**src/rtl/window_anchor_scheduler.sv**
```systemverilog
// window_anchor_scheduler
// Raster-scans every legal window anchor of an image and hands one anchor
// address per valid/ready transfer to the window address path. Supports
// pause (hold without dropping the presented anchor), abort (silent return
// to idle) and a one-cycle done pulse after the final transfer.
module window_anchor_scheduler #(
    parameter int H_IMAGE_LEN  = 35,
    parameter int V_IMAGE_LEN  = 35,
    parameter int H_WINDOW_LEN = 5,
    parameter int V_WINDOW_LEN = 5,
    parameter int H_STRIDE     = 1,
    parameter int V_STRIDE     = 1
) (
    input  logic        clk,
    input  logic        rst,
    input  logic        start,
    input  logic        abort,
    input  logic        pause,
    input  logic [31:0] base_addr_in,
    input  logic        anchor_ready,
    output logic        anchor_valid,
    output logic [31:0] anchor_addr,
    output logic        anchor_last,
    output logic [15:0] col_idx,
    output logic [15:0] row_idx,
    output logic [31:0] anchor_cnt,
    output logic        busy,
    output logic        done
);

    // Number of anchor positions per row / column of the frame
    localparam int NH = (H_IMAGE_LEN - H_WINDOW_LEN) / H_STRIDE + 1;
    localparam int NV = (V_IMAGE_LEN - V_WINDOW_LEN) / V_STRIDE + 1;

    localparam logic [15:0] COL_MAX = 16'(NH - 1);
    localparam logic [15:0] ROW_MAX = 16'(NV - 1);
    localparam logic [31:0] H_STEP  = 32'(H_STRIDE);
    localparam logic [31:0] V_STEP  = 32'(V_STRIDE * H_IMAGE_LEN);
    // A frame with a single anchor position flags its first anchor as last
    localparam logic SINGLE = (NH == 1) && (NV == 1);

    typedef enum logic [1:0] {
        S_IDLE,
        S_RUN,
        S_PAUSED,
        S_DONE
    } state_t;

    state_t      state_q, state_d;
    logic        valid_q, valid_d;
    logic [31:0] addr_q, addr_d;
    logic [31:0] row_base_q, row_base_d;
    logic        last_q, last_d;
    logic [15:0] col_q, col_d;
    logic [15:0] row_q, row_d;
    logic [31:0] cnt_q, cnt_d;
    logic        busy_q, busy_d;
    logic        done_q, done_d;
    logic        xfer;

    assign xfer = valid_q & anchor_ready;

    // Next-state logic: FSM transitions and anchor advance on each transfer
    always_comb begin
        state_d    = state_q;
        valid_d    = valid_q;
        addr_d     = addr_q;
        row_base_d = row_base_q;
        last_d     = last_q;
        col_d      = col_q;
        row_d      = row_q;
        cnt_d      = cnt_q;
        busy_d     = busy_q;
        done_d     = 1'b0;

        case (state_q)
            S_IDLE: begin
                // start takes precedence over abort here; abort is a no-op in idle
                if (start) begin
                    state_d    = S_RUN;
                    valid_d    = 1'b1;
                    addr_d     = base_addr_in;
                    row_base_d = base_addr_in;
                    col_d      = '0;
                    row_d      = '0;
                    cnt_d      = '0;
                    last_d     = SINGLE;
                    busy_d     = 1'b1;
                end
            end

            S_RUN: begin
                if (abort) begin
                    state_d = S_IDLE;
                    valid_d = 1'b0;
                    busy_d  = 1'b0;
                end else if (xfer) begin
                    cnt_d = cnt_q + 32'd1;
                    if (last_q) begin
                        // Final anchor accepted: finish regardless of pause
                        state_d = S_DONE;
                        valid_d = 1'b0;
                        busy_d  = 1'b0;
                        done_d  = 1'b1;
                    end else begin
                        if (col_q == COL_MAX) begin
                            col_d      = '0;
                            row_d      = row_q + 16'd1;
                            row_base_d = row_base_q + V_STEP;
                            addr_d     = row_base_q + V_STEP;
                        end else begin
                            col_d  = col_q + 16'd1;
                            addr_d = addr_q + H_STEP;
                        end
                        last_d = (col_d == COL_MAX) && (row_d == ROW_MAX);
                        if (pause) begin
                            state_d = S_PAUSED;
                            valid_d = 1'b0;
                        end else begin
                            valid_d = 1'b1;
                        end
                    end
                end else if (pause) begin
                    // Presented anchor is kept and re-offered after the pause
                    state_d = S_PAUSED;
                    valid_d = 1'b0;
                end
            end

            S_PAUSED: begin
                if (abort) begin
                    state_d = S_IDLE;
                    valid_d = 1'b0;
                    busy_d  = 1'b0;
                end else if (!pause) begin
                    state_d = S_RUN;
                    valid_d = 1'b1;
                end
            end

            S_DONE: begin
                state_d = S_IDLE;
            end

            default: begin
                state_d = S_IDLE;
                valid_d = 1'b0;
                busy_d  = 1'b0;
            end
        endcase
    end

    // State and registered outputs, cleared asynchronously on reset
    always_ff @(posedge clk or posedge rst) begin
        if (rst) begin
            state_q    <= S_IDLE;
            valid_q    <= 1'b0;
            addr_q     <= '0;
            row_base_q <= '0;
            last_q     <= 1'b0;
            col_q      <= '0;
            row_q      <= '0;
            cnt_q      <= '0;
            busy_q     <= 1'b0;
            done_q     <= 1'b0;
        end else begin
            state_q    <= state_d;
            valid_q    <= valid_d;
            addr_q     <= addr_d;
            row_base_q <= row_base_d;
            last_q     <= last_d;
            col_q      <= col_d;
            row_q      <= row_d;
            cnt_q      <= cnt_d;
            busy_q     <= busy_d;
            done_q     <= done_d;
        end
    end

    assign anchor_valid = valid_q;
    assign anchor_addr  = addr_q;
    assign anchor_last  = last_q;
    assign col_idx      = col_q;
    assign row_idx      = row_q;
    assign anchor_cnt   = cnt_q;
    assign busy         = busy_q;
    assign done         = done_q;

endmodule

```
**config.mk**
```make
export PLATFORM = sky130hd
export DESIGN_NAME = window_anchor_scheduler
export DESIGN_NICKNAME = d
export VERILOG_FILES = /design/src/rtl/window_anchor_scheduler.sv
export SDC_FILE = /design/constraint.sdc
export NUM_CORES = 1
export LEC_CHECK = 0
export ABC_AREA = 1
export CORE_MARGIN = 2
export CORE_UTILIZATION = 55
export DETAILED_ROUTE_END_ITERATION = 7
export GPL_TIMING_DRIVEN = 0
export PLACE_DENSITY = 0.78
export SYNTH_ARGS = -nofsm -noshare
export SYNTH_HDL_FRONTEND = slang
export SYNTH_SLANG_ARGS = --single-unit
```
**constraint.sdc**
```tcl
create_clock -name clk -period 11.4 [get_ports clk]
set_input_delay 1.14 -clock clk [delete_from_list [all_inputs] [get_ports clk]]
set_output_delay 1.14 -clock clk [all_outputs]
set_load 0.01 [all_outputs]
```
Word-level counts from Yosys, hierarchy flattened

Cells that the tools add are included.

$add $sub $neg: 5
Multiply operators: 0
Div/mod/pow operators: 0
Magnitude comparators: 0
Equal/unequal tests: 16
Shifts and indexed selects: 0
Mux-type cells: 65
Bitwise logic cells: 1
Reductions and logical operators: 10

Operators by type and width:

| cell                                                                   | count |
|---|---|
| 32-bit 2-to-1 mux                                                      | 12 |
| 16-bit 2-to-1 mux                                                      | 17 |
| 32-bit one-hot mux with 2 select lines                                 | 3 |
| 32-bit by 1-bit adder with 32-bit output, second input constant        | 2 |
| 16-bit one-hot mux with 2 select lines                                 | 2 |
| 16-bit by 5-bit equality test with 1-bit output, second input constant | 3 |
| 16-bit by 1-bit adder with 16-bit output, second input constant        | 2 |
| 32-bit by 6-bit adder with 32-bit output, second input constant        | 1 |
| 1-bit 2-to-1 mux                                                       | 20 |
| 2-bit 2-to-1 mux                                                       | 7 |
| 2-bit != test, second input constant                                   | 6 |
| 5-bit AND reduction                                                    | 2 |
| 3-bit != test, second input constant                                   | 3 |
| 2-bit one-hot mux with 4 select lines                                  | 1 |
| 4-bit AND reduction                                                    | 2 |
| 1-bit one-hot mux with 3 select lines                                  | 2 |
| 6-bit AND reduction                                                    | 1 |
| 2-bit equality test, second input constant                             | 2 |
| 4-bit != test, second input constant                                   | 1 |
| 3-bit nonzero test                                                     | 1 |
| 2-bit by 1-bit equality test with 1-bit output, second input constant  | 1 |
| 2-bit zero test                                                        | 1 |
| 1-bit one-hot mux with 2 select lines                                  | 1 |
| 2-bit AND reduction                                                    | 1 |
| 3 further kinds                                                        | 3 |

Flip-flop bits (word level): 134
Bits in latches: 0
Bits in writable memories: 0
Memory bits (read-only): 0
Bits of input ports: 38
Output and inout port bits: 100
Logic and storage cells: 107
Memories kept: 0

Depth between registers and ports, before layout

Gate-level depths: netlist of run 1.

Depth in word-level cells: 12
Gate-level depth with buffers: 17
Mapped depth without buffers: 16

Worst setup path before layout of run 1

No wires, ideal clock.

Path type: input -> register
Start point: in start
End point: reg cnt_q[24] (netlist: anchor_cnt[24])
Library setup time: 0.117 ns
Arrival time: 2.310 ns
Required time: 11.283 ns
Path slack: 8.973 ns
Stages on the path: 12
Path buffers: 1
Path through: or2_1 -> nand3_1 -> nand2_1 -> buf_4 -> inv_2 -> nor2_1 -> nand2_1 -> nor2_1 -> nand3_1 -> nand2_1 -> nand2_1 -> nor2_1

Cells in the longest elaborated chain, start to end: 2

RTL lines:

| what                          | line | source |
|---|---|---|
| from (decl)                   | 16   | `input logic start,` |
| 2-bit != test (no line)       | -    |  |
| 4-bit AND reduction (no line) | -    |  |
| to (signal assigned)          | 174  | `cnt_q <= cnt_d;` |
| to (decl)                     | 56   | `logic [31:0] cnt_q, cnt_d;` |

No other way between the ends.
A chain may end at the register's enable or synchronous reset.

Worst setup path in the final report of run 1

Start point: in start
End point: reg addr_q[10] (netlist: anchor_addr[10])

Cells in the longest elaborated chain, start to end: 2

RTL lines:

| what                          | line | source |
|---|---|---|
| 2-bit != test (no line)       | -    |  |
| 5-bit AND reduction (no line) | -    |  |
| to (signal assigned)          | 169  | `addr_q <= addr_d;` |
| to (decl)                     | 51   | `logic [31:0] addr_q, addr_d;` |

No other way between the ends.

==> results of run 1 <==
## per-stage QoR
stage	hold slack [ps]	area [um^2]
floorplan	494	9160
global placement	489	10800
detailed placement	494	10800
CTS	518	11400
global route	551	11400
finish	518	11400
## cells by family (layout without fill, tap and decap cells)
kind of cell,count (synthesis),count (layout)
AO/OA/AOI/OAI,220,220
AND/OR/NAND/NOR,716,716
buffers and inverters,205,374
flip-flops,134,134
XOR/XNOR,48,48
adder cells (fa/ha/maj),10,10
## placed cells by master, fill, tap and decap left out, types with 25 or more instances in the layout
cell and count:
sky130_fd_sc_hd__clkdlybuf4s50_1 137, sky130_fd_sc_hd__a21oi_1 68, sky130_fd_sc_hd__inv_1 160, sky130_fd_sc_hd__nand3_1 102
sky130_fd_sc_hd__nand4_1 37, sky130_fd_sc_hd__nand2_1 325, sky130_fd_sc_hd__o21ai_0 63, sky130_fd_sc_hd__dfrtp_1 134
sky130_fd_sc_hd__nor2_1 164, sky130_fd_sc_hd__nor3_1 40, sky130_fd_sc_hd__xor2_1 42, sky130_fd_sc_hd__o22ai_1 25
## where the power goes
group | total (mW) | switching [mW] | internal, mW | leakage [nW]
registers | 0.793 | 0.187 | 0.606 | 1.69
logic | 1.18 | 0.763 | 0.415 | 3.11
clock network | 0.536 | 0.226 | 0.310 | 0.268
total | 2.51 | 1.18 | 1.33 | 5.07
## per-layer routing
layer | share of wire [%] | vias to the layer above
met5 | 0 | -
met4 | 5.3 | 0
met3 | 9.0 | 111
met2 | 45 | 606
met1 | 41 | 4759
li1 | - | 4748
## worst reg2reg max path, stage by stage, from the launching register on
cell and delay (ps):
sky130_fd_sc_hd__dfrtp_1 380, sky130_fd_sc_hd__inv_1 90, sky130_fd_sc_hd__ha_1 230, sky130_fd_sc_hd__inv_2 150, sky130_fd_sc_hd__nand3_1 360, sky130_fd_sc_hd__nand2_1 240
sky130_fd_sc_hd__nand2_2 190, sky130_fd_sc_hd__inv_2 200, sky130_fd_sc_hd__clkbuf_1 600, sky130_fd_sc_hd__nand3_1 170, sky130_fd_sc_hd__o22ai_1 200, sky130_fd_sc_hd__a21oi_1 60
## worst min-delay path by stage
stage	to	slack [ps]	cells after the start
after global placement	busy	490	2
after detailed placement	busy	490	2
after CTS	anchor_cnt[12]	520	1
after global routing	anchor_cnt[12]	550	1
final	anchor_cnt[12]	520	1
after floorplan	row_base_q[29]	490	2
## area by class of cell
class	count	area, um^2
fill	1421	5010
multi-input combinational	994	5000
sequential	134	3350
timing repair buffer	138	1400
inverter	170	643
clock buffer	20	457
tap	220	275
buffer	35	170
clock inverter	11	103
## sequential cells by signal, summed over array words and instances, names as in the netlist
name,count
row_idx,16
anchor_addr,32
busy,1
anchor_valid,1
anchor_cnt,32
state_q,2
row_base_q,32
anchor_last,1
col_idx,16
done,1
==> results.rst, run 1 <==
.. list-table::
   :header-rows: 1

   * - Metric
     - Value
   * - Vert. Die Dim
     - around 130 um
   * - Number of enable-type register cells in the synthesized netlist
     - 0
   * - Capturing element of the worst setup path
     - anchor_addr[10]
   * - CTS H-tree depth
     - 4
   * - Min-Delay Path Class
     - reg2reg
   * - Area share of and/or/nand/nor cells after synthesis
     - 34.5%
   * - Synthesized cell area
     - between 9000 and 10000 um^2
   * - Critical path peak fanout
     - 10
   * - Arr. time, crit path
     - ~3700 ps
   * - Maximum single-stage delay on the critical path
     - 600 ps
   * - PnR worst setup slack
     - between 8000 and 9000 ps
   * - Max-slew headroom
     - between 40% and 50%
   * - Series of cell instances along the critical path
     - clkdlybuf4s50_1, nand3_1, nand2_1, nand2_2, inv_2, clkbuf_1, nand3_1, o22ai_1, a21oi_1
   * - Post-layout util
     - between 60 and 70%
   * - Number of clock sinks
     - between 100 and 150
   * - Vias in the first global route
     - approximately 9400
   * - Total setup violations reported at the end of the flow
     - 0
   * - Commonest cells in the synthesized netlist
     - sky130_fd_sc_hd__nand2_1, sky130_fd_sc_hd__nor2_1, sky130_fd_sc_hd__inv_1
   * - Final WL
     - 32.3 mm
   * - Post-route clock skew
     - 8.68 ps
   * - CTS tree
     - yes
   * - Count of buffering cells on the critical path with inverters included
     - 3
   * - Leakage
     - slightly above 5 nW
   * - Number of antenna repair diodes
     - 0
   * - Most utilized layer in the global route result
     - met2
   * - Skew-Pair Late Insertion Delay
     - 440 ps
   * - Cell at the root of the clock tree
     - sky130_fd_sc_hd__clkbuf_16
   * - Final worst path period need
     - about 3300 ps
   * - Pin count of the biggest net entering global routing
     - 98
   * - GRT Resource Usage Total
     - about 37%
   * - Share of synthesized registers carrying an async set or reset
     - 100%
   * - Share of the synthesized area in the top cell type
     - around 37%
   * - Count of input and output buffers
     - 137
   * - Initial antenna violation count
     - 0
   * - Top post-synthesis cells by area
     - sky130_fd_sc_hd__dfrtp_1, sky130_fd_sc_hd__nand2_1, sky130_fd_sc_hd__nor2_1, sky130_fd_sc_hd__inv_1, sky130_fd_sc_hd__nand3_1
   * - DRC
     - 0
   * - Reg2reg start
     - state_q[1]
   * - Area share of xor/xnor cells in the synthesized design
     - under 10%
   * - Outcome
     - finished clean
   * - Vias
     - approximately 10000
   * - Critical Path Slowest Stage Cell
     - sky130_fd_sc_hd__clkbuf_1
   * - Synth Flop Type
     - sky130_fd_sc_hd__dfrtp_1
   * - Worst setup timing slack at the placement stage
     - slightly below 8000 ps
   * - Worst VDD drop
     - ~0.14 mV
   * - Startpoint class of the critical path
     - input port
   * - Non-filler instance count after layout
     - about 1700
   * - R2R Setup Slk
     - 8410 ps
   * - Kind of end point of the critical path
     - flip-flop
   * - Tcrit/Tclk final
     - about 30%
   * - Synth Area per Inst
     - about 7 um^2
   * - Via-per-instance ratio
     - 5.94
   * - Accumulated negative setup slack
     - 0 ps
   * - Count of antenna-violating nets left after detailed routing
     - 0
   * - Final Power
     - 2.51 mW
   * - Post-detailed-placement half-perimeter wirelength
     - 24.0 mm
   * - Unrepaired setup endpoints after global routing
     - no
   * - HP Start
     - anchor_cnt[12]
   * - Most frequently used cell type in the post-synthesis netlist
     - sky130_fd_sc_hd__nand2_1
   * - Critical path startpoint
     - start
   * - Final Max Tran Viols
     - 0
   * - Crit-path leading delay family
     - buffers and inverters
   * - Cts bufs inserted
     - 17
   * - Flops & latches, synth
     - about 130
   * - Core region area
     - between 15000 and 20000 um^2
   * - Highest Clock Rate
     - 300 MHz
   * - Worst r2r path cells
     - 11
   * - Fin nets
     - approximately 1500
   * - Most used cell along the critical path
     - sky130_fd_sc_hd__nand3_1
   * - Post-detailed-route wirelength per cell
     - approximately 19 um
   * - Met1 layer usage reported by global route
     - about half
   * - Area Growth Syn to Fin
     - 24.4%
   * - Number of buffers inserted to repair setup after CTS
     - 0
   * - Total gr overflow
     - 0
   * - Unique masters post-synth
     - 49
   * - Register area share after synthesis
     - between 30% and 40%
   * - Deepest clock path buffer count
     - 2
   * - Combinational family with the most area after synthesis
     - simple AND/OR/NAND/NOR gates
   * - Compound-gate portion of the synthesized area
     - between 10% and 20%
   * - Number of cells on the critical path
     - 9
   * - Number of top-level pins
     - 138
   * - Detailed Route Iter0 Violations
     - ~1100
   * - Adder-cell share of the synthesized area
     - approximately 1.4%
   * - Number of hold buffers added after CTS
     - 0
   * - Final hold viol count
     - 0
   * - Floorplan die area
     - roughly 18000 um^2
   * - RePlAce Congestion
     - 0.973
   * - Count of synthesis-stage warnings from yosys
     - 0
   * - Dpl cells
     - around 1700
   * - Power per unit of standard cell area
     - 220 nW/um^2
   * - First-pass DRT Iterations
     - 6
   * - Initial Utilization
     - between 50% and 60%
   * - Post-CTS resize count
     - 0
   * - Post-CTS clock slew at the launch and capture registers of the worst setup and hold paths
     - about 60 ps
   * - Capture instance of the worst register-to-register path
     - anchor_addr[10]
   * - Die Wd
     - between 100 and 150 um
   * - Leading area contributor after synthesis
     - sky130_fd_sc_hd__dfrtp_1
   * - Actual slew at the worst max-slew pin
     - 808 ps
   * - # rows
     - between 40 and 50
   * - Global-route wire length before repair
     - around 51 mm
   * - Routing usage on met2
     - 58.1%
   * - Proportion of synthesized area in mux cells
     - 0%
   * - Type of the setup path with the least slack
     - in2reg
   * - Post-synthesis instance total
     - approximately 1300
   * - Max-cap viol count
     - 0
   * - Grt met3 use
     - between 5 and 6%
   * - Post-synthesis net count
     - 1381
   * - Required time at the endpoint of the critical path
     - about 12000 ps
   * - Share of post-route cells with drive strength above 1
     - between 5 and 6%
Power figures use the tool's default switching activity.
==> inputs of run 2 (changes only) <==
CORE_UTILIZATION = 50   (was 55)
PLACE_DENSITY = 0.75   (was 0.78)
clock period = 2.9 ns   (was 11.4 ns; I/O delays follow)
==> results.rst, run 2 (synthesis gave the netlist of run 1 again) <==
.. list-table::
   :header-rows: 1

   * - Metric
     - Value
   * - Switching fraction of total power
     - between 40 and 50%
   * - Flop pwr share
     - ~30%
   * - Tcrit/Tclk final
     - 90.3%
   * - Post-layout util
     - a little under two thirds
   * - Leakage
     - a little over 5 nW
   * - Min-Delay Path Class
     - in2async
   * - Fin nets
     - between 1500 and 2000
   * - Final Max Tran Viols
     - 0
   * - Max-slew headroom
     - between 30% and 40%
   * - Total setup violations reported at the end of the flow
     - 0
   * - Cts bufs inserted
     - 17
   * - Post-detailed-route wirelength per cell
     - ~19 um
   * - Required time at the endpoint of the critical path
     - around 3300 ps
   * - Kind of end point of the critical path
     - flip-flop
   * - Fillcell total
     - between 1500 and 2000
   * - Worst VDD drop
     - a little over 0.6 mV
   * - Final hold viol count
     - 0
   * - CTS tree
     - yes
   * - Grt met3 use
     - a little under a tenth
   * - Most common cell after layout, fill and taps aside
     - sky130_fd_sc_hd__nand2_1
   * - DRC
     - 0
   * - Unrepaired setup endpoints after global routing
     - no
   * - Global-route wire length before repair
     - between 50 and 60 mm
   * - PnR worst setup slack
     - 281 ps
   * - Max-cap viol count
     - 0
   * - Most utilized layer in the global route result
     - met2
   * - Final WL
     - between 30 and 40 mm
   * - Routing usage on met2
     - roughly half
   * - Core region area
     - between 15000 and 20000 um^2
   * - Pin count of the biggest net entering global routing
     - 42
   * - Placed inst area
     - between 10000 and 15000 um^2
   * - Power share of the clock group
     - 22.1%
   * - Dpl cells
     - about 1700
   * - Number of antenna repair diodes
     - 0
   * - Post-route clock skew
     - 9.47 ps
   * - Post-CTS resize count
     - 0
   * - Cell at the root of the clock tree
     - sky130_fd_sc_hd__clkbuf_16
   * - Combinational Power Share
     - roughly 47%
   * - Vert. Die Dim
     - roughly 140 um
   * - Number of top-level pins
     - 138
   * - Post-detailed-placement half-perimeter wirelength
     - 24.3 mm
   * - Met1 layer usage reported by global route
     - 46.0%
   * - Count of input and output buffers
     - 137
   * - GRT Resource Usage Total
     - 33.3%
   * - Post-CTS clock slew at the launch and capture registers of the worst setup and hold paths
     - 60 ps
   * - Net switching power figure
     - approximately 4.7 mW
   * - CTS H-tree depth
     - 4
   * - Final cell area excluding filler cells
     - around 11000 um^2
   * - Share of post-route cells with drive strength above 1
     - under 10%
   * - Arr. time, crit path
     - just under 3000 ps
   * - Startpoint class of the critical path
     - flip-flop
   * - Initial Utilization
     - 51.0%
   * - Number of buffers inserted to repair setup after CTS
     - 0
   * - Number of hold buffers added after CTS
     - 0
   * - Detailed Route Iter0 Violations
     - 943
   * - Critical path peak fanout
     - 5
   * - Sequential cell area in the final layout
     - around 3400 um^2
   * - Non-filler instance count after layout
     - 1733
   * - First-pass DRT Iterations
     - 6
   * - Type of the setup path with the least slack
     - reg2reg
   * - Vias
     - 10000
   * - Number of clock sinks
     - ~130
   * - Total gr overflow
     - 0
   * - Worst setup timing slack at the placement stage
     - about 21 ps
   * - Via-per-instance ratio
     - 5.80
   * - Area Growth Syn to Fin
     - 25.4%
   * - Count of antenna-violating nets left after detailed routing
     - 0
   * - Power per unit of standard cell area
     - 872 nW/um^2
   * - Skew-Pair Late Insertion Delay
     - roughly 430 ps
   * - Commonest non-fill, non-tap cells in the layout
     - sky130_fd_sc_hd__nand2_1, sky130_fd_sc_hd__nor2_1, sky130_fd_sc_hd__inv_1, sky130_fd_sc_hd__clkdlybuf4s50_1, sky130_fd_sc_hd__dfrtp_1
   * - Floorplan die area
     - slightly below 20000 um^2
   * - # rows
     - a little under 50
   * - Final hold slack
     - 305 ps
   * - Outcome
     - finished clean
   * - Die Wd
     - 139 um
   * - Actual slew at the worst max-slew pin
     - 910 ps
   * - Vias in the first global route
     - slightly above 9000
   * - Area of the multi-input gates
     - between 5000 and 6000 um^2
   * - Highest Clock Rate
     - 382 MHz
   * - Initial antenna violation count
     - 0
   * - Final worst path period need
     - approximately 2600 ps
   * - RePlAce Congestion
     - 1.00
   * - Deepest clock path buffer count
     - 2
   * - Int Pwr
     - about 5.4 mW
## run 2: cell types whose count changed in the layout (fill, tap and decap cells not counted)
cell,before,now
sky130_fd_sc_hd__bufinv_16,1,2
sky130_fd_sc_hd__inv_6,2,1
sky130_fd_sc_hd__buf_16,1,0
sky130_fd_sc_hd__clkbuf_8,2,3
sky130_fd_sc_hd__buf_12,0,3
sky130_fd_sc_hd__nand3_1,102,101
sky130_fd_sc_hd__nand3_2,0,1
sky130_fd_sc_hd__clkinv_2,3,1
sky130_fd_sc_hd__nor2_2,6,7
sky130_fd_sc_hd__nor2_1,164,163
sky130_fd_sc_hd__clkinvlp_4,3,4
sky130_fd_sc_hd__clkbuf_1,18,14
sky130_fd_sc_hd__clkbuf_2,0,4
## run 2: power by group through the flow
stage	logic [mW]	clock network (mW)	registers, mW
after floorplan	2.75	0	3.01
final	4.71	2.22	3.09
after detailed placement	4.58	0	3.09
after global placement	4.51	0	3.09
after global routing	5.13	2.31	3.17
after CTS	4.61	2.23	3.07
## run 2: path summary, 6_finish.rpt
kind,startpoint,endpoint,slack [ps],cells past startpoint
max,row_base_q[0],row_base_q[20],280,11
min,rst,row_idx[12],300,2
max reg2reg,row_base_q[0],row_base_q[20],280,11
min reg2reg,busy,busy,500,2
max in group asynchronous,rst,anchor_addr[26],1720,4
min in group clk,busy,busy,500,2
## run 2: per-stage QoR
step	power (mW)	setup TNS, ps
4_1_cts	9.90	0
3_5_place_dp	7.67	0
5_1_grt	10.6	0
3_3_place_gp	7.60	-56830
6_report	10.0	0
2_1_floorplan	5.76	0
## run 2: layout make-up
type / count / share of cell area, %
plain buffers: 35 / 1.52
well taps: 229 / 2.49
multi-input cells: 994 / 43.6
flip-flops and latches: 134 / 29.2
inverters: 170 / 5.59
clock inverters: 10 / 1.07
clock buffers: 21 / 4.09
repair buffers: 140 / 12.5
## run 2: worst max-delay path, stage by stage (launching register included)
cell	delay (ps)
sky130_fd_sc_hd__dfrtp_1	340
sky130_fd_sc_hd__inv_1	60
sky130_fd_sc_hd__ha_1	220
sky130_fd_sc_hd__nor3_1	350
sky130_fd_sc_hd__nand2_1	200
sky130_fd_sc_hd__nand2_1	210
sky130_fd_sc_hd__nand2_1	160
sky130_fd_sc_hd__nor2_1	310
sky130_fd_sc_hd__nand4_1	150
sky130_fd_sc_hd__xor2_1	300
sky130_fd_sc_hd__nand2_1	90
sky130_fd_sc_hd__a22oi_1	140
## run 2: layer usage
metal	vias up	wire, um
met2	598	14200
met5	-	0
met3	93	3670
met1	4594	13500
li1	4758	-
met4	0	1120
